`config.mk`:
```
export PLATFORM = sky130hd
export DESIGN_NAME = inst_prefetch
export DESIGN_NICKNAME = d
export VERILOG_FILES = /design/src/rtl/cpu_pkg.sv /design/src/rtl/prefetch_fifo.sv /design/src/rtl/inst_prefetch.sv
export SDC_FILE = /design/constraint.sdc
export NUM_CORES = 1
export LEC_CHECK = 0
export CAP_MARGIN = 20
export CORE_MARGIN = 2
export CORE_UTILIZATION = 44
export CTS_CLUSTER_DIAMETER = 80
export CTS_CLUSTER_SIZE = 40
export DETAILED_ROUTE_END_ITERATION = 10
export HOLD_SLACK_MARGIN = 0.15
export PLACE_DENSITY_LB_ADDON = 0.1
export SYNTH_ARGS = -nofsm -noshare
export SYNTH_HDL_FRONTEND = slang
export SYNTH_SLANG_ARGS = --single-unit
```
`constraint.sdc`:
```
create_clock -name clk -period 5.9 [get_ports clk]
set_input_delay 1.18 -clock clk [delete_from_list [all_inputs] [get_ports clk]]
set_output_delay 1.18 -clock clk [all_outputs]
set_load 0.03 [all_outputs]
```
`src/rtl/cpu_pkg.sv`:
```
`default_nettype none
// ============================================================================
//  Module      : cpu_pkg
//  Description : Shared fetch-stage definitions: FSM encoding, reset PC and
//                the PC increment used by the instruction prefetcher.
//  Revision    : 1.0  initial release
// ============================================================================
package cpu_pkg;

  // Fetch controller states
  typedef enum logic [1:0] {
    ST_BOOT = 2'd0,
    ST_RUN  = 2'd1,
    ST_HOLD = 2'd2
  } fetch_state_t;

  localparam logic [31:0] RESET_PC_DEFAULT = 32'h0000_0000;
  localparam logic [31:0] PC_INCR          = 32'd4;

  // One queued instruction: word in the upper half, its PC+4 in the lower
  typedef struct packed {
    logic [31:0] code;
    logic [31:0] pc_plus4;
  } fetch_entry_t;

endpackage
`default_nettype wire

```
`src/rtl/prefetch_fifo.sv`:
```
`default_nettype none
// ============================================================================
//  Module      : prefetch_fifo
//  Description : Power-of-two circular queue with synchronous flush. The read
//                port shows the stored head entry only (no write bypass) and
//                reads as zero while empty.
//  Revision    : 1.0  initial release
// ============================================================================
module prefetch_fifo #(
  parameter  int DEPTH = 4,
  parameter  int WIDTH = 64,
  localparam int CNT_W = $clog2(DEPTH) + 1
) (
  input  logic             clk,
  input  logic             rst,
  input  logic             flush,
  input  logic             push,
  input  logic [WIDTH-1:0] wdata,
  input  logic             pop,
  output logic [WIDTH-1:0] rdata,
  output logic             valid,
  output logic [CNT_W-1:0] count
);

  localparam int PTR_W = $clog2(DEPTH);

  logic [WIDTH-1:0] mem [DEPTH];
  logic [PTR_W-1:0] wr_ptr;
  logic [PTR_W-1:0] rd_ptr;
  logic             full;
  logic             do_pop;

  assign valid  = (count != '0);
  assign full   = (count == CNT_W'(DEPTH));
  assign do_pop = pop && valid;
  assign rdata  = valid ? mem[rd_ptr] : '0;

  // Pointer and occupancy bookkeeping; flush wins over any push/pop
  always_ff @(posedge clk or negedge rst) begin
    if (!rst) begin
      wr_ptr <= '0;
      rd_ptr <= '0;
      count  <= '0;
    end else if (flush) begin
      wr_ptr <= '0;
      rd_ptr <= '0;
      count  <= '0;
    end else begin
      if (push)   wr_ptr <= wr_ptr + PTR_W'(1);
      if (do_pop) rd_ptr <= rd_ptr + PTR_W'(1);
      case ({push, do_pop})
        2'b10:   count <= count + CNT_W'(1);
        2'b01:   count <= count - CNT_W'(1);
        default: count <= count;
      endcase
    end
  end

  // Entry storage; contents need no reset since count gates visibility
  always_ff @(posedge clk) begin
    if (push && !flush) mem[wr_ptr] <= wdata;
  end

  // The producer throttles itself on occupancy, so a full push is a bug
  a_no_push_when_full: assert property (@(posedge clk) disable iff (!rst) !(push && full));

endmodule
`default_nettype wire

```
`src/rtl/inst_prefetch.sv`:
```
`default_nettype none
// ============================================================================
//  Module      : inst_prefetch
//  Description : Instruction prefetcher. Streams sequential ROM reads into a
//                small queue, presents the head to decode with a valid/ready
//                handshake, and restarts on redirect or holds on halt.
//  Revision    : 1.0  initial release
// ============================================================================
module inst_prefetch
  import cpu_pkg::*;
#(
  parameter int          DEPTH    = 4,
  parameter logic [31:0] RESET_PC = RESET_PC_DEFAULT
) (
  input  logic        clk,
  input  logic        rst,
  output logic        imem_req,
  output logic [5:0]  imem_addr,
  input  logic [31:0] imem_data,
  input  logic        redirect,
  input  logic [31:0] redirect_pc,
  input  logic        halt,
  output logic        inst_valid,
  input  logic        inst_ready,
  output logic [31:0] inst_code,
  output logic [31:0] inst_pc_plus4
);

  localparam int CNT_W = $clog2(DEPTH) + 1;

  fetch_state_t     state;
  fetch_state_t     state_next;
  logic [31:0]      fetch_pc;
  logic [31:0]      inflight_pc4;
  logic             inflight;
  logic [CNT_W-1:0] count;
  logic [CNT_W-1:0] occupancy;
  logic             pop;
  fetch_entry_t     push_entry;
  fetch_entry_t     head_entry;

  // Outstanding ROM read counts against capacity so a response always fits
  assign occupancy = count + CNT_W'(inflight);
  assign imem_addr = fetch_pc[7:2];
  assign pop       = inst_valid && inst_ready;

  // FSM state register
  always_ff @(posedge clk or negedge rst) begin
    if (!rst) state <= ST_BOOT;
    else      state <= state_next;
  end

  // Next-state and read-strobe decode
  always_comb begin
    state_next = state;
    imem_req   = 1'b0;
    case (state)
      ST_BOOT: state_next = ST_RUN;
      ST_RUN: begin
        imem_req = (occupancy < CNT_W'(DEPTH));
        if (halt) state_next = ST_HOLD;
      end
      ST_HOLD: begin
        if (!halt) state_next = ST_RUN;
      end
      default: state_next = ST_BOOT;
    endcase
  end

  // Fetch PC and in-flight tracking; a redirect kills any read still out
  always_ff @(posedge clk or negedge rst) begin
    if (!rst) begin
      fetch_pc     <= RESET_PC;
      inflight     <= 1'b0;
      inflight_pc4 <= '0;
    end else begin
      if (redirect)      fetch_pc <= redirect_pc & 32'hFFFF_FFFC;
      else if (imem_req) fetch_pc <= fetch_pc + PC_INCR;
      inflight <= imem_req && !redirect;
      if (imem_req) inflight_pc4 <= fetch_pc + PC_INCR;
    end
  end

  assign push_entry.code     = imem_data;
  assign push_entry.pc_plus4 = inflight_pc4;

  prefetch_fifo #(
    .DEPTH (DEPTH),
    .WIDTH (64)
  ) u_fifo (
    .clk   (clk),
    .rst   (rst),
    .flush (redirect),
    .push  (inflight),
    .wdata (push_entry),
    .pop   (pop),
    .rdata (head_entry),
    .valid (inst_valid),
    .count (count)
  );

  assign inst_code     = head_entry.code;
  assign inst_pc_plus4 = head_entry.pc_plus4;

endmodule
`default_nettype wire

```
Word-level counts from Yosys, hierarchy flattened
Memories as Yosys holds them, arrays and structs flattened. Cells that the tools add are included.

Register bits: 74. RAM bits: 256. Input bits: 69. Memories kept: 1.

Memory list: u_fifo.mem (depth 4, width 64, read ports 1, clocked after Yosys merged registers in 0, wr ports 1, RTL line prefetch_fifo.sv:27) `logic [WIDTH-1:0] mem [DEPTH];`.

Add/subtract/negate cells: 6. Magnitude comparators: 1. Equal/unequal tests: 6. Mux-type cells: 15. Reduce and logical (&&, ||, !) cells: 12.

Operator list (count): $mux 32 (2); $mux 64 (1); $add 32x3->32 const B (1); $mux 2 (6); $pmux 2 s3 (1); $pmux 3 s2 (1); $reduce_bool 2->1 (3); $reduce_bool 3->1 (2); $add 2x1->2 const B (2); $eq 2x1->1 const B (2); $eq 2x2->1 const B (2); $logic_and 1x1->1 (4); $ne 2x2->1 const B (2); $add 3x1->3 (1); $add 3x1->3 const B (1); $lt 3x3->1 const B (1); $mux 1 (3); $mux 3 (1); $sub 3x1->3 const B (1); $logic_not 2->1 (1); $reduce_and 2->1 (1); $logic_not 1->1 (1).

Longest topological paths before layout
Word-level depth: 6. Depth in mapped cells: 8. Mapped depth without buffers: 6.

Cells and area by module
Synthesis repeated with hierarchy kept, for this count alone.

Cell total of the unflattened synthesis: 833. Area, all modules: 13583.0 µm².

Modules (own cells, without submodules): prefetch_fifo (instances 1, cells each 455, area each 10159.7 µm², seq. area each 7862.5 µm²); inst_prefetch (instances 1, cells each 378, area each 3423.3 µm², seq. area each 1576.5 µm²).

Least setup slack after synthesis
OpenSTA, ideal clock, no wires.

Kind: input port to flip-flop. Start: in redirect. End: mem u_fifo.mem[0][10], enable pin. Library setup time: 427 ps. Data arrival time: 3019 ps. Setup slack: 2455 ps. Stages on the path: 3. Buffers on the path: 1. Path through: clkbuf_1 -> nor2b_1 -> and2_1.

Longest elaborated chain between the ends: 4.

Ends and longest elaborated chain: start: declaration (RTL line inst_prefetch.sv:20) `input logic redirect,`; $logic_not 1->1 (RTL line prefetch_fifo.sv:61) `if (push && !flush) mem[wr_ptr] <= wdata;`; $logic_and 1x1->1 (RTL line prefetch_fifo.sv:61); $mux 1 (RTL line prefetch_fifo.sv:61); $mux 1 (implied by the code) (RTL line prefetch_fifo.sv:61); end: declaration (RTL line prefetch_fifo.sv:27).

Every way passes these cells.

Final worst setup path
Start: reg u_fifo.rd_ptr[0]. End: out inst_code[17].

Longest elaborated chain between the ends: 2.

Ends and longest elaborated chain: start: declaration (RTL line prefetch_fifo.sv:29) `logic [PTR_W-1:0] rd_ptr;`; start signal: assignment (RTL line prefetch_fifo.sv:50) `if (do_pop) rd_ptr <= rd_ptr + PTR_W'(1);`; $mem_v2 4x64; $mux 64 (RTL line prefetch_fifo.sv:36) `assign rdata = valid ? mem[rd_ptr] : '0;`; end: declaration (RTL line inst_prefetch.sv:25) `output logic [31:0] inst_code,`.

Every way passes these cells.

==> flow_metrics.py <==
metrics = {
    "worst_setup_path": {
        "r2r-start": "fetch_pc[4]",
        "startpoint_type": "register",
        "rr_worst_depth": 4,
        "worst-path-max-fanout": 34,
        "endpoint_kind": "primary output",
        "crit_path_cell_trace": "buf_12 -> mux4_2 -> and2_1 -> clkdlybuf4s50_1",
        "worstReg2RegEnd": "inflight_pc4[27]",
        "arrival_ns": 3.16,
        "cpMaxStageDelayCell": "dfrtp_4",
        "critPathKind": "reg -> out",
        "critPathMaxStageDelay_ns": 0.93,
        "r2r_slack_ns": 3.12,
        "worstPathRequired_ns": 4.72,
    },
    "route": {
        "drt-met1-wl_um": 12700,
        "drtAntennaViolNets": 0,
        "routed_via_density": 5.51,
        "drtIter0Drc": 663,
        "dr.pass1.iters": 5,
        "dr_wl_met2_um": 13000,
        "top_layer": "met4",
        "drc": 0,
        "dr_wl_met3_um": 1350,
        "dr_total_vias": 7546,
        "wl_per_cell_um": 20.0,
        "totalWireLength_um": 27300,
    },
    "pwr": {
        "p_sw_mw": 2.46,
        "combPwrFrac": 0.369,
        "leakage_nw": 5.03,
        "p_per_area_nw_per_um2": 435,
        "internal-power_mw": 4.36,
        "vdd_ir_drop_max_mv": 0.311,
        "switching_share": 0.361,
        "power_frac_seq": 0.446,
        "pwr-share-clk": 0.185,
    },
    "synthesis": {
        "synth_fa_ha_area_frac": 0.00614,
        "synth_seq_cells": 318,
        "synth-compound-area-share": 0.0564,
        "synthSimpleGateAreaFrac": 0.108,
        "synth_top_family_by_area": "simple AND/OR/NAND/NOR gates",
        "syn_inst": 864,
        "syn-cell-area_um2": 13500,
        "synthFlopType": "edfxtp_1",
        "synthMuxAreaShare": 0.105,
        "synth-edff-count": 248,
        "async_reset_ff_frac": 0.220,
        "netlist_top_cells_area": "edfxtp_1, dfrtp_1, mux4_2",
        "synth-xor-area-share": 0.0143,
        "synth_top_cell_by_area": "edfxtp_1",
        "ys_types": 53,
        "yosysSeqAreaShare": 0.684,
        "syn_avg_cell_area_um2": 15.6,
        "ys_warn_count": 0,
        "synth_top_area_frac": 0.553,
    },
    "cts": {
        "cts_tree": "yes",
        "clkSinkCount": 318,
        "cts_buffer_depth": 3,
        "cts_buffers": 15,
        "cts_setup_buffers": 0,
        "htreeDepth": 1,
        "clock_latency_ns": 0.51,
        "root_buffer": "clkbuf_16",
        "clk_pin_slew_worst_paths_ns": 0.12,
        "cts_resized": 0,
        "cts_hold_buf": 0,
    },
    "floorplanning": {
        "fp.dieW_um": 179,
        "core.rowCount": 64,
        "pin_count": 141,
        "die_y_um": 179,
        "core_area_um2": 30300,
        "start_util": 0.443,
        "die-area_um2": 32000,
    },
    "sta": {
        "period_share": 0.735,
        "finalCriticalPeriod_ns": 4.34,
        "finalHoldViolCount": 0,
        "slew_headroom": 0.352,
        "tightest_slew_ns": 0.972,
        "fin_setup_tns_ns": 0,
        "timing.fmax_mhz": 231,
        "maxSlewViolCount": 0,
        "worst_slack_ns": 1.56,
        "finClkSkew_ns": 0.0464,
        "finalSetupViolCount": 0,
        "rsz0062_at_grt": "no",
    },
    "global_route": {
        "overflow": 0,
        "antenna_found_initial": 0,
        "grt_pass1_vias": 7273,
        "grt_max_degree": 63,
        "grt_pass1_wl_um": 42700,
        "grt.total_usage": 0.174,
    },
    "place": {
        "dpl_worst_slack_ns": 2.04,
        "placedCellCount": 1343,
        "portBuffers": 136,
        "place_congestion": 0.795,
        "dp_hpwl_um": 16700,
    },
    "outcome": {
        "status": "finished clean",
    },
    "worst_hold_path": {
        "hold_path_depth": 0,
        "hold_path_class": "reg -> reg",
        "hp-start": "inflight_pc4[22]",
        "worstHoldEndpoint": "u_fifo.mem[3][22]",
    },
    "final_layout": {
        "drive_gt1_frac": 0.118,
        "num-nets-final": 1040,
        "final_cell_mix": "edfxtp_1, clkdlybuf4s50_1, dfrtp_1",
        "fin_cells": 1369,
        "final_common_cell": "edfxtp_1",
        "area_growth_pct": 16.4,
        "antennaDiodeCount": 0,
    },
    "run": {
        "maxCapViolations": 0,
    },
}
-- area by class of cell --
type	instances	area, um2
timing repair buffer	150	1490
clock buffer	16	379
inverter	9	33.8
fill	2568	14700
tap	396	495
clock inverter	9	134
multi-input combinational	471	3930
sequential	318	9200
-- how the worst max path moves through the flow --
stage | start | endpoint | slack (ns) | cells past startpoint
6_report | u_fifo.rd_ptr[0] | inst_code[17] | 1.56 | 4
5_1_grt | u_fifo.rd_ptr[0] | inst_pc_plus4[25] | 1.35 | 4
4_1_cts | u_fifo.rd_ptr[0] | inst_code[17] | 1.47 | 4
3_5_place_dp | u_fifo.rd_ptr[0] | inst_code[17] | 2.04 | 4
3_3_place_gp | u_fifo.rd_ptr[0] | inst_pc_plus4[18] | 2.05 | 4
2_1_floorplan | redirect | u_fifo.mem[0][10] | 2.45 | 3
-- metal layers --
| layer | GRT usage | vias up |
|---|---|---|
| met4 | 0.0288 | 0 |
| met5 | 0 | - |
| met3 | 0.0225 | 21 |
| met1 | 0.259 | 3777 |
| met2 | 0.281 | 183 |
| li1 | - | 3565 |
-- power by group through the flow --
| stage | clock network (mW) | registers (mW) | logic [mW] |
|---|---|---|---|
| 4_1_cts | 1.31 | 3.05 | 2.57 |
| 5_1_grt | 1.38 | 3.10 | 2.72 |
| 6_report | 1.26 | 3.04 | 2.52 |
| 3_3_place_gp | 0 | 3.09 | 2.55 |
| 3_5_place_dp | 0 | 3.10 | 2.56 |
| 2_1_floorplan | 0 | 2.94 | 1.69 |
-- sequential cells by signal, summed over array words and instances, names as in the netlist --
register       cells
u_fifo.wr_ptr      2
state              2
inflight_pc4      30
inflight           1
u_fifo.rd_ptr      2
fetch_pc          30
u_fifo.mem       248
u_fifo.count       3
-- cell usage after synthesis (3+ instances only) --
library cell	instances
buf_2	17
nand2_1	43
or3_1	7
clkbuf_1	38
o21ai_0	30
nor2b_1	7
dfrtp_1	70
o31ai_1	19
nor2_1	42
and2_1	67
a31oi_1	28
buf_4	8
and3_1	3
nand4_1	17
a211oi_1	4
or4_1	24
xnor2_1	10
nor4_1	6
a221oi_1	3
nor3_1	7
and4_1	6
xor2_1	12
inv_1	8
nand3_1	26
edfxtp_1	248
mux4_2	62
ha_1	5
o211ai_1	7
a21oi_1	3
-- per-stage QoR --
stage / instance area (um2) / hold slack (ns) / utilization / power, mW
2_1_floorplan: 13500 / 0.476 / - / 4.63
3_3_place_gp: 15100 / 0.505 / 0.498 / 5.64
3_5_place_dp: 15100 / 0.510 / 0.498 / 5.67
4_1_cts: 15600 / 0.502 / 0.515 / 6.93
5_1_grt: 15700 / 0.513 / 0.516 / 7.20
6_report: 15700 / 0.500 / 0.516 / 6.82
-- cells by family after synthesis --
| logic type | after synthesis |
|---|---|
| other | 1 |
| buffers and inverters | 76 |
| XOR/XNOR | 22 |
| flip-flops | 318 |
| multiplexers | 64 |
| AO/OA/AOI/OAI | 114 |
| adder cells (fa/ha/maj) | 6 |
| AND/OR/NAND/NOR | 263 |
-- worst max-delay path, delay by kind of cell, from the launching register on --
| family | cells | cell delay [ns] |
|---|---|---|
| simple gates | 1 | 0.18 |
| flops | 1 | 0.93 |
| mux | 1 | 0.56 |
| buf+inv | 2 | 0.93 |
(Power assumes the default switching activity.)
